===== config.mk =====
export PLATFORM = sky130hd
export DESIGN_NAME = dac_playback_ctrl
export DESIGN_NICKNAME = d
export VERILOG_FILES = /design/src/rtl/dac_playback_ctrl.sv
export SDC_FILE = /design/constraint.sdc
export NUM_CORES = 1
export LEC_CHECK = 0
export CORE_AREA = 2 2 243 245
export DETAILED_ROUTE_END_ITERATION = 12
export DIE_AREA = 0 0 245 247
export REMOVE_ABC_BUFFERS = 1
export SYNTH_ARGS = -nofsm -noshare
export SYNTH_HDL_FRONTEND = slang
export SYNTH_SLANG_ARGS = --single-unit

===== constraint.sdc =====
create_clock -name clk -period 2.4 [get_ports clk]
set_input_delay 0.6 -clock clk [delete_from_list [all_inputs] [get_ports clk]]
set_output_delay 0.6 -clock clk [all_outputs]
set_load 0.05 [all_outputs]

===== src/rtl/dac_playback_ctrl.sv =====
// DAC playback controller: arm/trigger bursts from the waveform FIFO to one DAC AXIS stream.
// Optional build macro DAC_PLAYBACK_AUTO_REARM_EN: return to ARMED after each burst instead of IDLE.
//
// state   | meaning
// IDLE    | waiting for arm
// ARMED   | waiting for trigger_in, cfg latched on trigger
// DELAY   | counting programmed start delay
// RUN     | one beat per cycle from FIFO to DAC
// CLEANUP | last beat on output, done pulse
module dac_playback_ctrl #(
    parameter int SAMPLE_W = 16,
    parameter int SPB      = 16,
    parameter int CNT_W    = 32,
    parameter int DLY_W    = 16,
    parameter int REP_W    = 16
) (
    input  logic                    clk,
    input  logic                    rst,
    input  logic [CNT_W-1:0]        cfg_beats,
    input  logic [DLY_W-1:0]        cfg_delay,
    input  logic [REP_W-1:0]        cfg_repeats,
    input  logic [SPB-1:0]          cfg_start_mask,
    input  logic [SPB-1:0]          cfg_end_mask,
    input  logic                    arm,
    input  logic                    trigger_in,
    input  logic                    abort,
    input  logic [SAMPLE_W*SPB-1:0] s_axis_tdata,
    input  logic                    s_axis_tvalid,
    output logic                    s_axis_tready,
    output logic [SAMPLE_W*SPB-1:0] m_axis_tdata,
    output logic                    m_axis_tvalid,
    input  logic                    m_axis_tready,
    output logic                    busy,
    output logic                    done,
    output logic                    underrun
);

    localparam int DW = SAMPLE_W * SPB;

    typedef enum logic [2:0] {
        S_IDLE    = 3'd0,
        S_ARMED   = 3'd1,
        S_DELAY   = 3'd2,
        S_RUN     = 3'd3,
        S_CLEANUP = 3'd4
    } state_t;

    state_t           state, state_nxt;
    logic [CNT_W-1:0] beats_q;
    logic [CNT_W-1:0] beat_cnt;
    logic [REP_W-1:0] rep_cnt;
    logic [DLY_W-1:0] dly_cnt;
    logic [SPB-1:0]   start_mask_q;
    logic [SPB-1:0]   end_mask_q;
    logic             first_q;
    logic             underrun_q;
    logic [DW-1:0]    tdata_q;
    logic [SPB-1:0]   sample_en;
    logic [DW-1:0]    beat_masked;
    logic             trig_go;
    logic             pass_end;
    logic             last_beat;
    logic             unused_tready;

    // The DAC consumes every cycle, so backpressure is never honoured.
    assign unused_tready = m_axis_tready;

    assign trig_go   = (state == S_ARMED) && trigger_in && !abort;
    assign pass_end  = (beat_cnt == CNT_W'(1));
    assign last_beat = pass_end && (rep_cnt == '0);

    always_ff @(posedge clk) begin
        if (rst) begin
            state <= S_IDLE;
        end else begin
            state <= state_nxt;
        end
    end

    always_comb begin
        state_nxt = state;
        case (state)
            S_IDLE:    if (arm) state_nxt = S_ARMED;
            S_ARMED: begin
                if (trigger_in) begin
                    if (cfg_beats == '0)      state_nxt = S_CLEANUP;
                    else if (cfg_delay == '0) state_nxt = S_RUN;
                    else                      state_nxt = S_DELAY;
                end
            end
            S_DELAY:   if (dly_cnt == DLY_W'(1)) state_nxt = S_RUN;
            S_RUN:     if (last_beat) state_nxt = S_CLEANUP;
`ifdef DAC_PLAYBACK_AUTO_REARM_EN
            S_CLEANUP: state_nxt = S_ARMED;
`else
            S_CLEANUP: state_nxt = S_IDLE;
`endif
            default:   state_nxt = S_IDLE;
        endcase
        if (abort) state_nxt = S_IDLE;
    end

    always_comb begin
        s_axis_tready = (state == S_RUN);
        busy          = (state == S_DELAY) || (state == S_RUN) || (state == S_CLEANUP);
        done          = (state == S_CLEANUP);
        m_axis_tvalid = 1'b1;
        m_axis_tdata  = tdata_q;
        underrun      = underrun_q;
    end

    // Down-counters: beat_cnt terminates at 1 per pass, rep_cnt counts remaining passes.
    always_ff @(posedge clk) begin
        if (rst) begin
            beats_q      <= '0;
            beat_cnt     <= '0;
            rep_cnt      <= '0;
            dly_cnt      <= '0;
            start_mask_q <= '0;
            end_mask_q   <= '0;
            first_q      <= 1'b0;
        end else if (trig_go) begin
            beats_q      <= cfg_beats;
            beat_cnt     <= cfg_beats;
            rep_cnt      <= cfg_repeats;
            dly_cnt      <= cfg_delay;
            start_mask_q <= cfg_start_mask;
            end_mask_q   <= cfg_end_mask;
            first_q      <= 1'b1;
        end else if (state == S_DELAY) begin
            dly_cnt <= dly_cnt - DLY_W'(1);
        end else if (state == S_RUN) begin
            first_q <= 1'b0;
            if (pass_end) begin
                if (rep_cnt != '0) begin
                    rep_cnt  <= rep_cnt - REP_W'(1);
                    beat_cnt <= beats_q;
                end else begin
                    beat_cnt <= '0;
                end
            end else begin
                beat_cnt <= beat_cnt - CNT_W'(1);
            end
        end
    end

    always_ff @(posedge clk) begin
        if (rst) begin
            underrun_q <= 1'b0;
        end else if (trig_go) begin
            underrun_q <= 1'b0;
        end else if ((state == S_RUN) && !s_axis_tvalid && !abort) begin
            underrun_q <= 1'b1;
        end
    end

    always_comb begin
        sample_en = {SPB{1'b1}};
        if (first_q)   sample_en = sample_en & start_mask_q;
        if (last_beat) sample_en = sample_en & end_mask_q;
        beat_masked = '0;
        for (int i = 0; i < SPB; i++) begin
            if (sample_en[i]) beat_masked[i*SAMPLE_W +: SAMPLE_W] = s_axis_tdata[i*SAMPLE_W +: SAMPLE_W];
        end
    end

    // Missing FIFO data or an aborted beat goes out as silence.
    always_ff @(posedge clk) begin
        if (rst) begin
            tdata_q <= '0;
        end else if ((state == S_RUN) && s_axis_tvalid && !abort) begin
            tdata_q <= beat_masked;
        end else begin
            tdata_q <= '0;
        end
    end

endmodule

==> run metrics <==
status=finished, final reports clean; wire per inst=around 21 um; CP top delay family=simple AND/OR/NAND/NOR gates; hold_buf cts=0; syn_area_per_cell=9.685 sq um; DRT antenna net count=0; critical path arrival=2.81 ns; VDD IR max=0.0005391 V; Crit Path Max Fanout=13; area grow syn2layout=68.79%; Critical Path Start Type=flip-flop; die area=between 60000 and 70000 sq um; Crit path top cell by count=buf_12; R2R cell count=8; Setup crit end=m_axis_tdata[127]; # IOs=just over 600; Worst EP required=around 2.8 ns; fraction of layout cells with a size suffix above 1=a little under an eighth; CP max stage delay=around 0.42 ns; Critical path origin=beat_cnt[23]; Root Driver=clkbuf_16; vias in the first global route=between 10000 and 15000; Worst Skew=0.02685 ns; DP HPWL=just under 50 mm; CP Class=reg2reg; netlist area before placement=roughly 14000 sq um; warning count from the yosys run=0; Reg area=between 7000 and 8000 sq um; Slew headroom=between 50% and 60%; flops & latches, synth=389; CTS tree=built; Psw=roughly 3.3 mW; hold slack=around 0.45 ns; critical path cell sequence=nor4_4, nand4b_2, or3_4, or2_4, buf_12, o21a_4, buf_12, and2_1; GP Congestion=between 0.8 and 0.9; Comb pwr share=8.5%; RSZ-0062 raised after global routing=yes; terminus of the critical flop-to-flop path=m_axis_tdata[127]; total track usage=a little under a fifth; # nets final=2464; gr ovfl total=0; crit path max-delay cell type=or3_4; Pre-antenna DRT Iters=5; register area share after synthesis=~57%; Via Count=12930; Final Hold Fails=0; Worst path depth=8; Pint=around 11 mW; DR DRC count=0; pwr/cell area=between 600 and 700 nW/um^2; CTS H-tree lvls=2; Post-synth EDFFs=0; distinct cell type count after synthesis=between 60 and 70; worst slack, placed=-0.3268 ns; DRT iter0 DRCs=between 700 and 800; CTS sink cnt=roughly 400; R2R Path Start=beat_cnt[23]; Clock Latency Late Sink=approximately 0.57 ns; Synth async-reset ratio=0%; final setup violation count=0; Final WS setup=0.02456 ns; initial antenna violation count=29; WL final=approximately 60 mm; CORE AREA=58240 sq um; leakage=9.066 nW; filler cell count=around 5700; Clock power frac=between 40% and 50%; Switching Fraction=between 20% and 30%; final worst path period need=about 2.4 ns; width of the die=245 um; drt via density=approximately 4.4; CTS buffer count=between 40 and 50; final worst-path cycle share=~99%; Mapped Cells=1406; max_cap viols=0; Die Y=between 200 and 250 um; first-pass GRT wire length=84.22 mm; Final Max Tran Viols=0; Initial Utilization=approximately a quarter; Seq pwr share=between 40% and 50%; clock slew at reported path FFs=about 0.060 ns; fin util=a little under 40%; Hold WC Path Type=reg2reg; Port Buffer Count=around 600; critical path capture point type=flip-flop; Multi-input gate area=between 5000 and 6000 sq um; crit path buf inv count=2; Fmax achieved=between 400 and 500 MHz; Bufs on Longest Clock Path=3; worst slew pin tran=slightly below 0.7 ns; row count=between 80 and 90; Top FF cell, synth=dfxtp_1; r2r setup slk=~0.025 ns; largest net degree at the start of global routing=between 70 and 80
-- through the flow --
step | std cells | instance area [sq um] | total power [mW] | TNS [ns]
global route | 2915 | 22980 | 15.21 | -2.230
detailed placement | 2819 | 21220 | 7.880 | -56.64
floorplan | 1331 | 13250 | 7.006 | -455.17
global placement | 2819 | 21220 | 7.869 | -38.68
finish | 2915 | 22980 | 14.65 | 0
CTS | 2900 | 22750 | 14.84 | 0
-- registers in the layout (all words and copies together), names as in the netlist --
| register | cells |
|---|---|
| beat_cnt | 32 |
| beats_q | 32 |
| dly_cnt | 16 |
| end_mask_q | 16 |
| first_q | 1 |
| m_axis_tdata | 256 |
| rep_cnt | 16 |
| start_mask_q | 16 |
| state | 3 |
| underrun | 1 |
-- metal layers --
metal / global-route usage (%) / wire length (um) / vias to the layer above
met5: 0 / 38 / -
met4: 8.339 / 2222 / 6
met3: 4.743 / 4024 / 116
met2: 32.58 / 29790 / 506
met1: 22.18 / 24190 / 6144
li1: - / - / 6161
-- cell usage after synthesis, types with 4 or more instances --
master	n	area share, %
o21ai_0	25	0.92
nand3b_1	4	0.22
a21boi_0	9	0.50
or2_2	5	0.23
a211oi_1	5	0.28
clkbuf_1	53	1.5
buf_6	10	0.83
nor4_1	26	1.2
nand2_1	175	4.8
o21a_1	11	0.61
buf_2	7	0.26
a311oi_1	13	0.84
o22ai_1	10	0.46
xor2_1	9	0.58
buf_1	4	0.11
a221oi_1	7	0.45
nand4_1	4	0.18
or3_1	16	0.74
a211o_1	7	0.45
xnor2_1	14	0.90
a21o_1	10	0.55
or4_1	12	0.66
inv_1	25	0.69
nor2_1	60	1.7
and2_1	257	12
nor3_1	21	0.77
nand2b_1	5	0.23
nor3b_1	5	0.28
ha_1	6	0.55
a221o_1	6	0.44
nand3_1	17	0.62
o31ai_1	9	0.50
a31oi_1	7	0.32
dfxtp_1	389	57
o21a_4	7	0.77
a21oi_1	113	4.2
o211ai_1	5	0.28
-- logic make-up (layout without fill, tap and decap cells) --
group	count (synthesis)	in the layout	synth area share, %
AND/OR/NAND/NOR	623	623	24.54
XOR/XNOR	23	23	1.479
adder cells (fa/ha/maj)	6	6	0.5513
other	1	10	0.02754
AO/OA/AOI/OAI	260	260	12.56
multiplexers	3	3	0.2205
flip-flops	389	389	57.19
buffers and inverters	101	828	3.427
-- timing repair --
item                                   4_1_cts  5_1_grt
pin swaps                                    5       14
buffers inserted                             0        5
endpoints found under the hold margin        0        0
gates resized for setup                     35       44
setup endpoints to repair                  315      205
cloned                                       0        1
-- cells in the final DEF (no fill, tap or decap), drive strengths merged, types with 7 or more instances in the layout --
cell type / instances
and2: 257
nor3: 22
xor2: 9
o31ai: 9
nor4: 29
a211o: 7
nand2: 175
or3: 16
clkinv: 10
xnor2: 14
dfxtp: 389
nor2: 60
a221oi: 7
a21oi: 113
o21a: 18
a311oi: 13
a21boi: 9
o22ai: 10
buf: 122
clkdlybuf4s50: 575
or4: 12
a31oi: 7
diode: 9
dlymetal6s2s: 8
dlygate4sd2: 16
nand3: 17
o21ai: 25
clkbuf: 63
inv: 29
a21o: 10
-- worst min path at each step --
stage | cells after the start | start | to | slack [ns]
after detailed placement | 1 | beats_q[12] | beat_cnt[12] | 0.44
after global placement | 2 | beats_q[10] | beat_cnt[10] | 0.44
final | 1 | beats_q[12] | beat_cnt[12] | 0.45
after global routing | 1 | beats_q[18] | beat_cnt[18] | 0.47
after floorplan | 2 | beats_q[27] | beats_q[27] | 0.42
after CTS | 1 | beats_q[12] | beat_cnt[12] | 0.45
-- final cells by class --
type                            count  share of cell area [%]
Clock buffer                       63                   5.585
Antenna cell                        9                 0.09799
Clock inverter                     18                  0.8710
Sequential cell                   389                   33.93
Inverter                           26                  0.4246
Timing Repair Buffer              721                   30.70
Tap cell                          773                   4.208
Multi-Input combinational cell    916                   24.18
-- power by group through the flow --
| stage | logic, mW | registers (mW) | clock network [mW] |
|---|---|---|---|
| final | 1.24 | 6.54 | 6.87 |
| after global routing | 1.33 | 6.54 | 7.34 |
| after CTS | 1.22 | 6.54 | 7.09 |
| after detailed placement | 1.20 | 6.68 | 0 |
| after global placement | 1.19 | 6.68 | 0 |
| after floorplan | 0.333 | 6.67 | 0 |
(Power assumes the default switching activity.)
